[config.mk]
export PLATFORM = sky130hd
export DESIGN_NAME = rtc_bcd_clock
export DESIGN_NICKNAME = d
export VERILOG_FILES = /design/src/rtl/rtc_clock_pkg.sv /design/src/rtl/btn_debounce.sv /design/src/rtl/rtc_bcd_clock.sv
export SDC_FILE = /design/constraint.sdc
export NUM_CORES = 1
export LEC_CHECK = 0
export BUFFER_PORTS_ARGS = -buffer_cell sky130_fd_sc_hd__clkbuf_2
export CAP_MARGIN = 10
export CORE_ASPECT_RATIO = 0.7
export CORE_MARGIN = 5
export CORE_UTILIZATION = 56
export DETAILED_ROUTE_END_ITERATION = 8
export HOLD_SLACK_MARGIN = 0.06
export PLACE_DENSITY = 0.75
export SYNTH_ARGS = -nofsm -noshare
export SYNTH_HDL_FRONTEND = slang
export SYNTH_SLANG_ARGS = --single-unit
[constraint.sdc]
create_clock -name clk_100MHz -period 6 [get_ports clk_100MHz]
set_clock_uncertainty 0.2 [all_clocks]
set_input_delay 0.6 -clock clk_100MHz [delete_from_list [all_inputs] [get_ports clk_100MHz]]
set_output_delay 0.6 -clock clk_100MHz [all_outputs]
set_load 0.02 [all_outputs]
[src/rtl/rtc_clock_pkg.sv]
// Shared definitions for the BCD real-time clock: field widths, wrap limits,
// reset time and the small conversion helpers used by the display path.
package rtc_clock_pkg;

    localparam int SEC_W = 6;
    localparam int MIN_W = 6;
    localparam int HR_W  = 5;

    localparam logic [SEC_W-1:0] SEC_MAX = 6'd59;
    localparam logic [MIN_W-1:0] MIN_MAX = 6'd59;
    localparam logic [HR_W-1:0]  HR_MAX  = 5'd23;

    localparam logic [SEC_W-1:0] RST_SEC = 6'd0;
    localparam logic [MIN_W-1:0] RST_MIN = 6'd0;
    localparam logic [HR_W-1:0]  RST_HR  = 5'd12;
    localparam logic [HR_W-1:0]  NOON_HR = 5'd12;

    typedef enum logic {
        DB_ARMED,
        DB_WAIT_RELEASE
    } db_state_e;

    // Packs a 0..59 value as {tens, ones} BCD digits.
    function automatic logic [7:0] to_bcd(input logic [5:0] v);
        return {4'(v / 6'd10), 4'(v % 6'd10)};
    endfunction

    function automatic logic [HR_W-1:0] display_hour(input logic [HR_W-1:0] hr,
                                                     input logic mode_24h);
        if (mode_24h)       return hr;
        if (hr == '0)       return NOON_HR;
        if (hr > NOON_HR)   return hr - NOON_HR;
        return hr;
    endfunction

endpackage

[src/rtl/btn_debounce.sv]
// Two-flop synchroniser plus press/release debouncer; emits one registered
// single-cycle pulse per accepted press.
module btn_debounce
    import rtc_clock_pkg::*;
#(
    parameter int DEBOUNCE_CYCLES = 2_000_000
) (
    input  logic clk_100MHz,
    input  logic reset_n,
    input  logic btn_raw,
    output logic press_pulse
);

    localparam int              CNT_W    = $clog2(DEBOUNCE_CYCLES + 1);
    localparam logic [CNT_W-1:0] CNT_LAST = CNT_W'(DEBOUNCE_CYCLES - 1);

    logic             sync1_q, sync2_q;
    db_state_e        state_q, state_d;
    logic [CNT_W-1:0] cnt_q, cnt_d;
    logic             pulse_q, pulse_d;
    logic             want_lvl;

    // The same counter times a stable press while armed and a stable release afterwards.
    always_comb begin
        // NOTE: defaults first; every path then assigns every output, so no latch is inferred.
        state_d  = state_q;
        cnt_d    = cnt_q;
        pulse_d  = 1'b0;
        want_lvl = (state_q == DB_ARMED) ? sync2_q : ~sync2_q;
        if (!want_lvl) begin
            cnt_d = '0;
        end else if (cnt_q == CNT_LAST) begin
            cnt_d = '0;
            if (state_q == DB_ARMED) begin
                pulse_d = 1'b1;
                state_d = DB_WAIT_RELEASE;
            end else begin
                state_d = DB_ARMED;
            end
        end else begin
            cnt_d = cnt_q + 1'b1;
        end
    end

    always_ff @(posedge clk_100MHz or negedge reset_n) begin
        // NOTE: sequential state uses non-blocking assignments only.
        if (!reset_n) begin
            sync1_q <= 1'b0;
            sync2_q <= 1'b0;
            state_q <= DB_ARMED;
            cnt_q   <= '0;
            pulse_q <= 1'b0;
        end else begin
            sync1_q <= btn_raw;
            sync2_q <= sync1_q;
            state_q <= state_d;
            cnt_q   <= cnt_d;
            pulse_q <= pulse_d;
        end
    end

    assign press_pulse = pulse_q;

endmodule

[src/rtl/rtc_bcd_clock.sv]
// Binary-kept hh:mm:ss clock with 1 Hz prescaler, debounced set buttons and
// combinational BCD display in 12- or 24-hour form.
module rtc_bcd_clock
    import rtc_clock_pkg::*;
#(
    parameter int CLK_HZ          = 100_000_000,
    parameter int DEBOUNCE_CYCLES = 2_000_000
) (
    input  logic       clk_100MHz,
    input  logic       reset_n,
    input  logic       mode_24h,
    input  logic       btn_inc_min,
    input  logic       btn_inc_hr,
    output logic       tick_1Hz,
    output logic       sec_pulse,
    output logic [3:0] sec_1s,
    output logic [3:0] sec_10s,
    output logic [3:0] min_1s,
    output logic [3:0] min_10s,
    output logic [3:0] hr_1s,
    output logic [3:0] hr_10s,
    output logic       pm
);

    localparam int               PRE_W    = $clog2(CLK_HZ);
    localparam logic [PRE_W-1:0] PRE_LAST = PRE_W'(CLK_HZ - 1);
    localparam logic [PRE_W-1:0] PRE_HALF = PRE_W'(CLK_HZ / 2);

    logic [PRE_W-1:0] pre_q, pre_d;
    logic             tick_q, tick_d;
    logic [SEC_W-1:0] sec_q, sec_d;
    logic [MIN_W-1:0] min_q, min_d;
    logic [HR_W-1:0]  hr_q, hr_d;
    logic             inc_min, inc_hr, hr_carry;
    logic [HR_W-1:0]  disp_hr;

    btn_debounce #(.DEBOUNCE_CYCLES(DEBOUNCE_CYCLES)) u_db_min (
        .clk_100MHz (clk_100MHz),
        .reset_n    (reset_n),
        .btn_raw    (btn_inc_min),
        .press_pulse(inc_min)
    );

    btn_debounce #(.DEBOUNCE_CYCLES(DEBOUNCE_CYCLES)) u_db_hr (
        .clk_100MHz (clk_100MHz),
        .reset_n    (reset_n),
        .btn_raw    (btn_inc_hr),
        .press_pulse(inc_hr)
    );

    assign sec_pulse = (pre_q == PRE_LAST);

    always_comb begin
        pre_d    = (pre_q == PRE_LAST) ? '0 : pre_q + 1'b1;
        // Derived from the next prescaler value so the flop lines up with pre_q.
        tick_d   = (pre_d >= PRE_HALF);
        sec_d    = sec_q;
        min_d    = min_q;
        hr_d     = hr_q;
        hr_carry = 1'b0;
        if (inc_min) begin
            // A manual minute bump wins over the tick; its seconds carry is dropped.
            sec_d = '0;
            min_d = (min_q == MIN_MAX) ? '0 : min_q + 1'b1;
        end else if (sec_pulse) begin
            if (sec_q == SEC_MAX) begin
                sec_d = '0;
                if (min_q == MIN_MAX) begin
                    min_d    = '0;
                    hr_carry = 1'b1;
                end else begin
                    min_d = min_q + 1'b1;
                end
            end else begin
                sec_d = sec_q + 1'b1;
            end
        end
        if (inc_hr || hr_carry) begin
            hr_d = (hr_q == HR_MAX) ? '0 : hr_q + 1'b1;
        end
    end

    always_ff @(posedge clk_100MHz or negedge reset_n) begin
        if (!reset_n) begin
            pre_q  <= '0;
            tick_q <= 1'b0;
            sec_q  <= RST_SEC;
            min_q  <= RST_MIN;
            hr_q   <= RST_HR;
        end else begin
            pre_q  <= pre_d;
            tick_q <= tick_d;
            sec_q  <= sec_d;
            min_q  <= min_d;
            hr_q   <= hr_d;
        end
    end

    assign tick_1Hz = tick_q;
    assign pm       = (hr_q >= NOON_HR);
    assign disp_hr  = display_hour(hr_q, mode_24h);

    assign {sec_10s, sec_1s} = to_bcd(sec_q);
    assign {min_10s, min_1s} = to_bcd(min_q);
    assign {hr_10s, hr_1s}   = to_bcd({1'b0, disp_hr});

endmodule
---- Word-level counts from Yosys, hierarchy flattened ----
Index checks and enable logic that the tools add are counted.
word-level totals
  register bits after elaboration ......... 95
  latch bits .............................. 0
  bits in writable memories ............... 0
  memory bits (read-only) ................. 0
  output and inout port bits .............. 27
  memories ................................ 0
operators by class
  $add $sub $neg .......................... 7
  $mul .................................... 0
  divide/modulo/power cells ............... 6
  $lt $le $gt $ge ......................... 3
  eq/ne operators ......................... 6
  shift operators ......................... 0
  mux-type cells .......................... 37
  bitwise logic cells ..................... 2
  reduce and logical (&&, ||, !) cells .... 7
operators with widths
  cell                                                            count
  2-to-1 mux 21 bit                                               4
  adder 21 x 1 -> 21 bit (second input constant)                  2
  == test 21 bit (second input constant)                          2
  2-to-1 mux 6 bit                                                7
  2-to-1 mux 5 bit                                                7
  adder 27 x 1 -> 27 bit (second input constant)                  1
  == test 27 bit (second input constant)                          1
  >= comparator 27 x 26 -> 1 bit (second input constant)          1
  2-to-1 mux 27 bit                                               1
  2-to-1 mux 1 bit                                                18
  adder 6 x 1 -> 6 bit (second input constant)                    2
  divider 6 x 4 -> 6 bit (second input constant)                  2
  == test 6 bit (second input constant)                           2
  modulo 6 x 4 -> 6 bit (second input constant)                   2
  divider 5 x 4 -> 6 bit (second input constant)                  1
  modulo 5 x 4 -> 6 bit (second input constant)                   1
  AND reduction 2 bit                                             3
  adder 5 x 1 -> 5 bit (second input constant)                    1
  == test 5 bit (second input constant)                           1
  >= comparator 5 x 4 -> 1 bit (second input constant)            1
  greater-than comparator 5 x 4 -> 1 bit (second input constant)  1
  zero test 5 bit                                                 1
  subtractor 5 x 4 -> 5 bit (second input constant)               1
  nonzero test 2 bit                                              2
  other kinds (2)                                                 3

---- Logic depth before layout (Yosys ltp) ----
Gate-level depths: netlist of the first run.
  depth in word-level cells ............... 9
  gate-level depth with buffers ........... 13
  depth with buffers taken out ............ 12

---- Modules after synthesis ----
Synthesis of the first run repeated with hierarchy kept, for this count alone.
unflattened totals
  cell total of the unflattened synthesis .. 614
  area total of the unflattened synthesis .. 5860.6 µm²
by module, submodules not included
  module         times used  cells an instance  area an instance (µm²)  sequential area each (µm²)
  rtc_bcd_clock  1           374                3333.2                  1128.6
  btn_debounce   2           120                1263.7                  625.6

---- Worst setup path before layout of the first run ----
Ideal clock, no wire load.
  kind .................................... flip-flop to output port
  start point ............................. register hr_q[2]
  end point ............................... output port hr_1s[2]
  arrival ................................. 3.509 ns
  data required time ...................... 5.200 ns
  slack ................................... 1.691 ns
  cell stages (with the launch flop) ...... 13
  path buffers ............................ 1
  cell sequence ........................... dfstp_2 > buf_2 > inv_1 > ha_1 > nor2_1 > o21ai_0 > a21oi_1 > ha_1 > a31oi_1 > a21boi_0 > a22oi_1 > o21ai_1 > mux2i_1
between the ends
  word-level cells in the longest chain between the ends .. 8
  elaborated cells on any way between the ends .. 15
  classes of those cells .................. 1 x add/sub; 1 x div; 1 x order compare; 11 x mux; 1 x reduce/logical
RTL lines
  item                                    RTL line             text
  start: declaration                      rtc_bcd_clock.sv:33  logic [HR_W-1:0] hr_q, hr_d;
  start signal: assignment                rtc_bcd_clock.sv:95  hr_q <= hr_d;
  greater-than comparator 5 x 4 -> 1 bit  rtc_clock_pkg.sv:32  if (hr > NOON_HR) return hr - NOON_HR;
  2-to-1 mux 1 bit (2 in series)          rtc_clock_pkg.sv:32
  2-to-1 mux 1 bit                        rtc_clock_pkg.sv:31  if (hr == '0) return NOON_HR;
  2-to-1 mux 5 bit                        rtc_clock_pkg.sv:33  return hr;
  2-to-1 mux 5 bit                        rtc_clock_pkg.sv:32
  2-to-1 mux 5 bit *                      rtc_clock_pkg.sv:31
  modulo 5 x 4 -> 6 bit *                 rtc_clock_pkg.sv:25  return {4'(v / 6'd10), 4'(v % 6'd10)};
  end: declaration                        rtc_bcd_clock.sv:20  output logic [3:0] hr_1s,
Mark *: on every way between the ends. The rest lies on a longest branch, timed or not. The select of a mux whose other input is x is not followed.

---- Worst setup path after layout of the first run ----
Ends and elaborated chain as after synthesis.

==> results of run 1 <==
-- through the flow --
stage	utilization	worst slack, ps
finish	0.626	1760
global route	0.626	1460
CTS	0.626	1750
detailed placement	0.594	2140
global placement	0.594	2370
floorplan	-	1690
-- Yosys cell counts (all sizes together), types with 10 or more instances --
cell type	n
xnor2	28
o21ai	27
nand3	32
buf	18
nor2	88
nand2	58
ha	21
xor2	40
nor3	11
and3	12
clkbuf	16
a21oi	21
inv	23
nor4	10
nand4	20
dfrtp	93
-- where the power goes --
part / leakage, nW / internal, mW / switching, mW
registers: 1.29 / 0.645 / 0.00472
clock network: 0.152 / 0.329 / 0.253
logic: 1.30 / 0.0104 / 0.0298
total: 2.74 / 0.984 / 0.288
-- flip-flops by register name, indices dropped and copies added, names as in the netlist, 5 cells and up --
register,count
hr_q,5
pre_q,27
u_db_hr.cnt_q,21
sec_q,6
min_q,6
u_db_min.cnt_q,21
-- final cells by class --
| class | count | share of cell area |
|---|---|---|
| clock buffers | 9 | 0.0367 |
| flip-flops and latches | 95 | 0.388 |
| clock inverters | 7 | 0.0133 |
| well taps | 128 | 0.0261 |
| inverters | 23 | 0.0141 |
| multi-input cells | 475 | 0.497 |
| repair buffers | 29 | 0.0253 |
-- metal layers --
metal	wire, µm	global-route usage	vias to the layer above	share of wire
li1	-	-	2193	-
met1	5620	0.273	2113	0.50
met2	4940	0.286	106	0.44
met3	513	0.0472	10	0.046
met4	84	0.0420	0	0.0075
met5	0	0	-	0
-- final timing paths --
path	from	end	slack, ps	depth (start not counted)
min in group asynchronous	reset_n	u_db_min.cnt_q[13]$_DFF_PN0_	470	2
min reg2reg	u_db_hr.sync1_q$_DFF_PN0_	u_db_hr.sync2_q$_DFF_PN0_	150	0
min	u_db_hr.sync1_q$_DFF_PN0_	u_db_hr.sync2_q$_DFF_PN0_	150	0
max in group asynchronous	reset_n	pre_q[18]$_DFF_PN0_	3910	3
max	hr_q[2]$_DFFE_PN1P_	hr_1s[2]	1760	12
max reg2reg	pre_q[0]$_DFF_PN0_	min_q[2]$_DFFE_PN0P_	3030	7
-- timing repair --
item | 4_1_cts | 5_1_grt
endpoints found under the hold margin | 19 | 0
hold buffers | 1 | 0
setup endpoints to repair | 0 | 0
-- logic make-up after synthesis --
kind of cell / Yosys count / share of synthesized area
adders and majority gates: 21 / 0.0463
muxes: 10 / 0.0187
buffers and inverters: 57 / 0.0467
AOI/OAI and AO/OA: 95 / 0.110
and+or+nand+nor: 277 / 0.254
other: 1 / 0.000660
DFF: 95 / 0.419
xor gates and xnor gates: 68 / 0.105
==> impl_metrics.py, run 1 <==
metrics = {
    "run_status": {
        "status": "completed",
    },
    "grt": {
        "grt_antenna_before_repair": 0,
        "grt_max_degree": 77,
        "grt_first_pass_wirelength_um": 18900,
        "grt-ovfl-total": 0,
        "grt_pass1_vias": 4069,
        "grt.total_usage": 0.188,
    },
    "critical_path": {
        "critical_path.cell_chain": "inv_1 -> ha_1 -> nor2_1 -> o21ai_0 -> a21oi_1 -> ha_1 -> a31oi_1 -> a21boi_0 -> a22oi_1 -> o21ai_1 -> mux2i_1 -> clkbuf_2",
        "path_buf_inv": 2,
        "crit_family": "compound AO/OA/AOI/OAI gates",
        "cp_max_fo": 12,
        "endpoint_kind": "output port",
        "crit_type": "flop to output port",
        "critPathMaxStageDelay_ps": 650,
        "cpMaxStageDelayCell": "dfstp_2",
        "path_common_cell": "ha_1",
        "cp.arrival_ps": 3440,
        "cp-start-kind": "flop",
        "worstPathRequired_ps": 5200,
    },
    "detailed_routing": {
        "first_pass_iters": 5,
        "drc_errors": 0,
        "wire_per_inst_um": 14.6,
        "vias": 4422,
        "postRouteAntennaNets": 0,
        "dr.first_iter.drc_count": 357,
        "routed_via_density": 5.77,
        "routed_wl_um": 11200,
    },
    "timing": {
        "tns_ps": 0,
        "hold_viol_final": 0,
        "finalCritPeriodShare": 0.707,
        "rsz0062_at_grt": "no",
        "fmax_ghz": 0.236,
        "relSlewSlack": 0.365,
        "period_minus_slack_ps": 4240,
        "setup_viol": 0,
        "worst_pin_slew_ps": 953,
        "holdWs_ps": 151,
        "slew_violations": 0,
    },
    "clock_network": {
        "clkLatencyLatePin_ps": 340,
        "clockBufferDepth": 2,
        "clk_pin_slew_ps": 70,
        "numCtsBuffers": 9,
        "cts_root_buffer": "clkbuf_16",
        "cts_sinks": 95,
        "cts_resized": 0,
        "h-tree-depth": 3,
        "cts_setup_buffers": 0,
        "tritoncts": "built",
    },
    "placed_design": {
        "port_buffers": 27,
        "placed_area_um2": 5820,
        "gp_congestion": 0.851,
        "dp.cells": 749,
        "dpl.hpwl_um": 7760,
    },
    "floorplanning": {
        "die_h_um": 94.3,
        "die_area_um2": 12300,
        "core_um2": 9800,
        "start_util": 0.580,
        "io_pins": 32,
        "rows": 30,
        "die_x_um": 130,
    },
    "logic_synthesis": {
        "synthFlopType": "dfrtp_1",
        "synth_top_area_frac": 0.410,
        "ys_seq_elements": 95,
        "syn_inst": 624,
        "yosysTopAreaCell": "dfrtp_1",
        "synth.distinct_cells": 69,
        "async_flop_share": 1.00,
        "syn_area_um2": 5680,
        "synth-seq-area-share": 0.419,
        "synth_area_leaders": "dfrtp_1, xor2_1, nor2_1",
        "synth-edff-count": 0,
        "ys_warn_count": 0,
        "avgSynthCellArea_um2": 9.10,
    },
    "power_and_ir_drop": {
        "power_density_nw_per_um2": 207,
        "p_leak_nw": 2.74,
        "power.total_mw": 1.27,
        "max-vdd-ir-drop_v": 0.000136,
    },
    "layout": {
        "stdcell_count": 766,
        "syn_to_final_growth_pct": 8.00,
        "multi_input_area_um2": 3050,
        "fill_cells": 801,
        "nNetsFinal": 659,
        "seq_area_um2": 2380,
        "diodes": 0,
        "stdcell_area_um2": 6130,
        "most-common-layout-cells": "dfrtp_1, nor2_1, nand2_1",
        "layout_commonest_cell": "dfrtp_1",
        "drive_above_1_share": 0.102,
    },
    "flow_run": {
        "maxCapViolations": 0,
    },
    "min_path": {
        "min_path_type": "flop to flop",
    },
}
Note: power is estimated with default switching activity, not from simulation.
==> run 2, diff against run 1 <==
Settings changed: PLACE_DENSITY 0.75 to 0.78.
Clock period 6 ns to 3.6 ns, I/O delays scaled along.
==> impl_metrics.py, run 2 (synthesized netlist as in run 1, its figures left out) <==
metrics = {
    "run_status": {
        "status": "completed",
    },
    "timing": {
        "holdWs_ps": 153,
        "setup_viol": 0,
        "finalCritPeriodShare": 0.983,
        "setup_ws_ps": 62.0,
        "worst_pin_slew_ps": 1020,
        "fmax_ghz": 0.283,
        "relSlewSlack": 0.323,
        "period_minus_slack_ps": 3540,
        "slew_violations": 0,
        "hold_viol_final": 0,
    },
    "floorplanning": {
        "rows": 30,
        "io_pins": 32,
        "die_area_um2": 12300,
        "core_um2": 9800,
        "start_util": 0.580,
        "die_x_um": 130,
        "die_h_um": 94.3,
    },
    "layout": {
        "nNetsFinal": 673,
        "regMostFlops": "pre_q",
        "most-common-layout-cells": "dfrtp_1, nor2_1, nand2_1",
        "fin_util": 0.644,
        "diodes": 0,
        "syn_to_final_growth_pct": 11.1,
        "largest_registers": "pre_q x27, u_db_hr.cnt_q x21, u_db_min.cnt_q x21",
        "layout_commonest_cell": "dfrtp_1",
        "largest_reg_flops": 27,
        "drive_above_1_share": 0.140,
    },
    "grt": {
        "grt_max_degree": 82,
        "grt.total_usage": 0.193,
        "grt_first_pass_wirelength_um": 19400,
        "grt_antenna_before_repair": 0,
        "grt_pass1_vias": 4144,
        "grt-ovfl-total": 0,
    },
    "flow_run": {
        "maxCapViolations": 0,
    },
    "clock_network": {
        "tritoncts": "built",
        "numCtsBuffers": 9,
        "clk_pin_slew_ps": 70,
        "clockBufferDepth": 2,
        "cts_sinks": 95,
        "cts_root_buffer": "clkbuf_16",
        "clkLatencyLatePin_ps": 350,
        "h-tree-depth": 3,
    },
    "critical_path": {
        "path_buf_inv": 3,
        "endpoint_kind": "output port",
        "critical_path.cell_chain": "buf_4 -> buf_4 -> a21boi_0 -> o21ai_1 -> a21oi_2 -> ha_2 -> a31oi_2 -> a21boi_2 -> a21oi_2 -> ha_2 -> o21a_1 -> a21oi_1 -> buf_4",
        "cp-start-kind": "flop",
        "reg2reg_slack_ps": 890,
        "critPathMaxStageDelay_ps": 550,
        "path_common_cell": "buf_4",
        "cpMaxStageDelayCell": "dfstp_2",
        "cp_max_fo": 8,
        "crit_type": "flop to output port",
        "cp.arrival_ps": 2980,
        "worstPathRequired_ps": 3040,
        "crit_family": "compound AO/OA/AOI/OAI gates",
    },
    "power_and_ir_drop": {
        "max-vdd-ir-drop_v": 0.000246,
        "power.total_mw": 2.15,
        "power_density_nw_per_um2": 340,
        "p_leak_nw": 2.81,
    },
    "detailed_routing": {
        "dr.first_iter.drc_count": 393,
        "first_pass_iters": 5,
        "postRouteAntennaNets": 0,
        "wire_per_inst_um": 14.7,
        "highest_layer": "met4",
        "drc_errors": 0,
        "dr_wl_met2_um": 5260,
        "dr_wl_met3_um": 495,
        "routed_wl_um": 11500,
        "drt-met1-wl_um": 5640,
        "routed_via_density": 5.82,
        "vias": 4541,
    },
    "placed_design": {
        "port_buffers": 27,
        "dpl.hpwl_um": 7930,
        "gp_congestion": 0.902,
        "pre_cts_ws_ps": 192,
    },
    "min_path": {
        "min_path_type": "flop to flop",
    },
}
[run 2: changes by cell type in the layout (fill, tap and decap cells not counted), sizes merged]
cell	change
buf	+14
clkinv	-3
clkbuf	-2
clkinvlp	+2
dlygate4sd3	+2
inv	+1
[run 2: worst paths after layout]
kind	startpoint	end	cells after the start
worst max-delay path	hr_q[2]$_DFFE_PN1P_	hr_1s[3]	13
worst min-delay path	u_db_min.sync1_q$_DFF_PN0_	u_db_min.sync2_q$_DFF_PN0_	0
worst max register to register	pre_q[0]$_DFF_PN0_	tick_1Hz$_DFF_PN0_	8
worst min register to register	u_db_min.sync1_q$_DFF_PN0_	u_db_min.sync2_q$_DFF_PN0_	0
max in group asynchronous	reset_n	hr_q[1]$_DFFE_PN0P_	3
min in group asynchronous	reset_n	u_db_min.cnt_q[9]$_DFF_PN0_	2
[run 2: what timing repair did]
action,CTS,global route
gates resized for setup,1,16
setup endpoints to repair,3,4
gates cloned,0,0
hold buffers,3,0
endpoints found under the hold margin,79,0
setup buffers,3,6
pin swaps,2,8
[run 2: final cells by class]
| class | instances | area [µm²] |
|---|---|---|
| inverters | 23 | 86.3 |
| multi-input cells | 475 | 3100 |
| well taps | 128 | 160 |
| clock inverters | 7 | 87.6 |
| repair buffers | 43 | 270 |
| clock buffers | 9 | 225 |
| flip-flops and latches | 95 | 2380 |
| fillers | 777 | 3490 |
[run 2: metal layers]
layer	track usage	up-vias
li1	-	2229
met1	0.275	2208
met2	0.299	94
met3	0.0386	10
met4	0.0548	0
met5	0	-
[run 2: report_power, final]
part	switching (mW)	total (mW)	internal (mW)
logic	0.0533	0.0779	0.0246
registers	0.00786	1.08	1.07
clock network	0.432	0.986	0.554
total	0.493	2.15	1.65
[run 2: per-stage QoR]
step,setup TNS [ps],cell area (µm²),instances
final,0,6310,780
after global routing,-96.4,6310,780
after CTS,0,6220,774
after detailed placement,0,5850,752
after global placement,0,5850,752
after floorplan,0,5700,627
